==> src/rtl/seq_pattern_counter_if.sv <==
// Serial-in / status-out bundle of seq_pattern_counter.
// CNT_W must match the CNT_W of the counter instance it connects to.
interface seq_pattern_counter_if #(
  parameter int CNT_W = 4
) ();
  logic             data_valid;
  logic             data;
  logic             clear;
  logic             match;
  logic [CNT_W-1:0] count;
  logic             armed;

  modport master (
    output data_valid, data, clear,
    input  match, count, armed
  );

  modport slave (
    input  data_valid, data, clear,
    output match, count, armed
  );
endinterface

==> src/rtl/seq_pattern_counter.sv <==
// Serial pattern detector with occurrence counter, overlap/non-overlap mode and match pulse.
// Define SEQ_PATTERN_COUNTER_SAT_EN to make the counter saturate instead of wrap.
module seq_pattern_counter #(
  parameter int               PAT_W   = 3,
  parameter logic [PAT_W-1:0] PATTERN = 3'b111,
  parameter int               CNT_W   = 4,
  parameter bit               OVERLAP = 1'b1
) (
  input  logic                 clk,
  input  logic                 reset,
  seq_pattern_counter_if.slave bus
);
  localparam int               FILL_W   = $clog2(PAT_W + 1);
  localparam logic [FILL_W-1:0] FILL_MAX = FILL_W'(PAT_W);
  localparam logic [CNT_W-1:0]  CNT_MAX  = {CNT_W{1'b1}};

  typedef enum logic [0:0] {
    ST_FILL  = 1'b0,
    ST_ARMED = 1'b1
  } state_t;

  state_t             r_state;
  logic [PAT_W-1:0]   r_hist;
  logic [FILL_W-1:0]  r_fill;
  logic [CNT_W-1:0]   r_count;
  logic               r_match;
  logic               r_armed;

  state_t             w_state_nxt;
  logic [PAT_W-1:0]   w_hist_sh;
  logic [PAT_W-1:0]   w_hist_nxt;
  logic [FILL_W-1:0]  w_fill_inc;
  logic [FILL_W-1:0]  w_fill_nxt;
  logic [CNT_W-1:0]   w_count_nxt;
  logic               w_hit;

  // Next-state, history, fill and count; clear outranks the qualified sample.
  always_comb begin
    w_state_nxt = r_state;
    w_hist_nxt  = r_hist;
    w_fill_nxt  = r_fill;
    w_count_nxt = r_count;
    w_hit       = 1'b0;
    w_hist_sh   = {r_hist[PAT_W-2:0], bus.data};
    w_fill_inc  = (r_fill == FILL_MAX) ? r_fill : (r_fill + FILL_W'(1));

    if (bus.clear) begin
      w_state_nxt = ST_FILL;
      w_hist_nxt  = {PAT_W{1'b0}};
      w_fill_nxt  = {FILL_W{1'b0}};
      w_count_nxt = {CNT_W{1'b0}};
    end else if (bus.data_valid) begin
      w_hist_nxt = w_hist_sh;
      w_fill_nxt = w_fill_inc;
      // The bit that completes the fill is already eligible to match.
      case (r_state)
        ST_FILL: begin
          if (w_fill_inc == FILL_MAX) begin
            w_state_nxt = ST_ARMED;
            w_hit       = (w_hist_sh == PATTERN);
          end else begin
            w_state_nxt = ST_FILL;
          end
        end
        ST_ARMED: begin
          w_state_nxt = ST_ARMED;
          w_hit       = (w_hist_sh == PATTERN);
        end
        default: begin
          w_state_nxt = ST_FILL;
        end
      endcase

      if (w_hit && (OVERLAP == 1'b0)) begin
        w_state_nxt = ST_FILL;
        w_hist_nxt  = {PAT_W{1'b0}};
        w_fill_nxt  = {FILL_W{1'b0}};
      end else begin
        w_hist_nxt = w_hist_nxt;
      end

      if (w_hit) begin
`ifdef SEQ_PATTERN_COUNTER_SAT_EN
        w_count_nxt = (r_count == CNT_MAX) ? r_count : (r_count + CNT_W'(1));
`else
        w_count_nxt = r_count + CNT_W'(1);
`endif
      end else begin
        w_count_nxt = r_count;
      end
    end else begin
      w_hit = 1'b0;
    end
  end

  // State register and registered outputs.
  always_ff @(posedge clk) begin
    if (reset) begin
      r_state <= ST_FILL;
      r_hist  <= {PAT_W{1'b0}};
      r_fill  <= {FILL_W{1'b0}};
      r_count <= {CNT_W{1'b0}};
      r_match <= 1'b0;
      r_armed <= 1'b0;
    end else begin
      r_state <= w_state_nxt;
      r_hist  <= w_hist_nxt;
      r_fill  <= w_fill_nxt;
      r_count <= w_count_nxt;
      r_match <= w_hit;
      r_armed <= (w_state_nxt == ST_ARMED);
    end
  end

  assign bus.match = r_match;
  assign bus.count = r_count;
  assign bus.armed = r_armed;
endmodule

==> src/flat_wrapper.sv <==
// flat-port wrapper written by rule: the top's interface ports become plain ports
module seq_pattern_counter_flat 
#(
  parameter int               PAT_W   = 3,
  parameter logic [PAT_W-1:0] PATTERN = 3'b111,
  parameter int               CNT_W   = 4,
  parameter bit               OVERLAP = 1'b1
)
  (clk, reset, bus_data_valid, bus_data, bus_clear, bus_match, bus_count, bus_armed);
  seq_pattern_counter_if #(.CNT_W(CNT_W)) bus_i ();
  input  logic clk;
  input  logic reset;
  input wire logic [$bits(bus_i.data_valid)-1:0] bus_data_valid;
  input wire logic [$bits(bus_i.data)-1:0] bus_data;
  input wire logic [$bits(bus_i.clear)-1:0] bus_clear;
  output wire logic [$bits(bus_i.match)-1:0] bus_match;
  output wire logic [$bits(bus_i.count)-1:0] bus_count;
  output wire logic [$bits(bus_i.armed)-1:0] bus_armed;
  assign bus_i.data_valid = bus_data_valid;
  assign bus_i.data = bus_data;
  assign bus_i.clear = bus_clear;
  assign bus_match = bus_i.match;
  assign bus_count = bus_i.count;
  assign bus_armed = bus_i.armed;
  seq_pattern_counter #(.PAT_W(PAT_W), .PATTERN(PATTERN), .CNT_W(CNT_W), .OVERLAP(OVERLAP)) u_core (.clk(clk), .reset(reset), .bus(bus_i));
endmodule
==> config.mk <==
export PLATFORM = sky130hd
export DESIGN_NAME = seq_pattern_counter_flat
export DESIGN_NICKNAME = d
export VERILOG_FILES = /design/src/rtl/seq_pattern_counter_if.sv /design/src/rtl/seq_pattern_counter.sv /design/src/flat_wrapper.sv
export SDC_FILE = /design/constraint.sdc
export NUM_CORES = 1
export LEC_CHECK = 0
export BUFFER_PORTS_ARGS = -buffer_cell sky130_fd_sc_hd__buf_2
export CAP_MARGIN = 20
export CELL_PAD_IN_SITES_DETAIL_PLACEMENT = 0
export CELL_PAD_IN_SITES_GLOBAL_PLACEMENT = 1
export CORE_AREA = 2 2 39 41
export CTS_CLUSTER_DIAMETER = 40
export DETAILED_ROUTE_END_ITERATION = 10
export DIE_AREA = 0 0 41 43
export PLACE_DENSITY = 0.69
export SLEW_MARGIN = 30
export SYNTH_ARGS = -nofsm -noshare
export SYNTH_HDL_FRONTEND = slang
export SYNTH_SLANG_ARGS = --single-unit
==> constraint.sdc <==
create_clock -name clk -period 2.7 [get_ports clk]
set_clock_uncertainty 0.05 [all_clocks]
set_input_delay 0.27 -clock clk [delete_from_list [all_inputs] [get_ports clk]]
set_output_delay 0.27 -clock clk [all_outputs]
set_load 0.02 [all_outputs]
==> run metrics <==
antenna violations before repair=0; first-pass GRT wire length=about 1100 um; final worst slack=between 1 and 1.5 ns; largest net degree at the start of global routing=10; Max Root-Sink Buffers=2; reg-to-reg critical path endpoint=u_core.bus.count[2]; Yosys top cell by area=dfxtp_1; RSZ-0062 raised after global routing=false; cells along the critical path=ha_1 > inv_1 > or4_1 > a21oi_1; initial drt markers=6; io pins=11; share of post-route cells with drive strength above 1=0.2963; Starting Density=0.3011; antenna-violating nets left=0; Synth Flop Type=dfxtp_1; worst path arrival time=1.49 ns; Clk pin slew, worst setup/hold paths=0.06 ns; routability cong.=0.5904; fin crit share=0.4988; Synth Register Bits=10; Syn Std Cell Area=between 400 and 500 um2; outcome=finished clean; Hold WC Path Type=in -> reg; met2 usage=0.1375; ANT cells=0; fin nets=between 60 and 70; clk_lat worst skew=between 0.2 and 0.3 ns; Largest stage delay, worst path=0.49 ns; final wirelength=between 600 and 700 um; # Post-CTS Setup Buffers=0; leakage=between 0.00015 and 0.0002 uW; core area=about 0.0014 mm2; PortBufs=10; Hold EP=u_core.bus.count[1]; CP bufs+invs=1; max_slew headroom=0.6801; Total GRT Usage=0.09759; Synth top area share=0.4805; fmax=~740 MHz; synth cell count leaders=dfxtp_1 (10), nor2_1 (6), a21oi_1 (5); FILL cells=155; Post-synth EDFFs=0; CP Capture Type=flip-flop; top-count cell post-synth=dfxtp_1; pins over their slew limit=0; post-DR vias/cell=a little under 5; met3 GRT Util=0.09424; CTS tree=done; crit path kind=reg -> reg; final hold violation count=0; Die Wd=41 um; Final Total Pwr=roughly 260 uW; PD cells=between 500 and 600 mW/mm2; dpl ws=around 1.3 ns; synthesized net count=49; # rows=14; remaining global-route overflow=0; overall die area=0.001763 mm2; via count=roughly 340; vias in the first global route=~290; required time of the critical path=~2.9 ns; met1 Track Usage GR=0.1036; post-DR wirelength/cell=between 9 and 10 um; H-tree depth=1; TNS Setup=0 ns; Reg2Reg Launch Point=u_core.bus.count[0]; area grow syn2layout=18.62%; critical path's slowest cell=or4_1; Hold Startpoint=bus_clear; yosys warns=0; # DRC=0; Peak VDD IR=approximately 0.00030 V; Die H=between 40 and 50 um; top post-synthesis cells by area=dfxtp_1 (48%), a21oi_1 (6.0%), nor2_1 (5.4%); R2R depth=4; asr flop ratio synth=0; hold_buf cts=0; drt pass-1 iters=2; grt peak-use layer=met2; Max-Cap Viols=0; hold path cells=3; R2R setup slack=~1.4 ns; CTS-repair resized insts=0; Worst-Margin Slew=about 0.48 ns; TritonCTS buffer count=3; CTS root buffer=clkbuf_4; clock sinks=10; Min Clock Period, post-route=about 1.3 ns; Cells after Synth=43; Avg Cell Area, Syn=between 9 and 10 um2; Seq/Total Area, Yosys=0.4805; Setup-failing EPs final=0; crit-path max FO=5; post-synth cell types=19; critical path's top delay family=simple AND/OR/NAND/NOR gates; CP startpoint kind=flip-flop
==> stage by stage <==
stage	utilization	instance area, um2	hold slack, ns	cells
after floorplan	-	416.7	0.3672	43
after global placement	0.3409	471.7	0.4090	67
after detailed placement	0.3409	471.7	0.4147	67
after CTS	0.3571	494.2	0.2081	70
after global routing	0.3571	494.2	0.2243	70
final	0.3571	494.2	0.2094	70
==> power by group <==
part,internal (uW),switching (uW),total (uW)
registers,149,1.39,151
clock network,51.2,46.1,97.3
logic,5.00,7.12,12.1
total,205,54.6,260
==> logic make-up (layout without fill, tap and decap cells) <==
group,after synthesis,after routing,share of synthesized area
simple gates,14,14,0.2162
compound gates,12,12,0.1712
flops,10,10,0.4805
buf+inv,4,15,0.05405
mux,2,2,0.04805
fa+ha+maj,1,1,0.03003
==> worst max-delay path by stage <==
stage | cells after the start | slack, ns | to | from
floorplan | 4 | 1.28 | u_core.bus.count[2] | u_core.bus.count[0]
global placement | 4 | 1.31 | u_core.bus.count[3] | bus_data_valid
detailed placement | 4 | 1.29 | u_core.bus.count[3] | bus_data_valid
CTS | 4 | 1.36 | u_core.bus.count[2] | u_core.bus.count[0]
global route | 4 | 1.30 | u_core.bus.count[2] | u_core.bus.count[0]
finish | 4 | 1.35 | u_core.bus.count[2] | u_core.bus.count[0]
==> per-layer routing <==
metal / vias up / share of wire
met1: 151 / 0.42
met3: 0 / 0.11
met5: - / 0
met4: 0 / 0
li1: 177 / -
met2: 10 / 0.47
==> registers in the layout, summed over array words and instances, names as in the netlist <==
name	count
u_core.r_hist	2
u_core.bus.match	1
u_core.bus.count	4
u_core.r_fill	2
u_core.r_state	1
==> cell type report <==
class / count / area, um2 / share of cell area
Multi-Input combinational cell: 29 / 193.9 / 0.3924
Inverter: 2 / 7.507 / 0.01519
Sequential cell: 10 / 200.2 / 0.4051
Timing Repair Buffer: 10 / 50.05 / 0.1013
Tap cell: 16 / 20.02 / 0.04051
Clock buffer: 3 / 22.52 / 0.04557
==> tightest hold or removal path, stage by stage <==
cell	delay [ns]
buf_2	0.08
nor2_1	0.04
o21a_1	0.09
==> placed cells by master (no fill, tap or decap), types with 2 or more instances in the layout <==
cell	instances
buf_2	10
dfxtp_1	10
nor2_1	6
a21oi_1	5
clkbuf_4	3
mux2i_1	2
o21ai_0	2
o31ai_1	2
or4_1	2
inv_1	2
o21a_1	2
(Power assumes the default switching activity.)
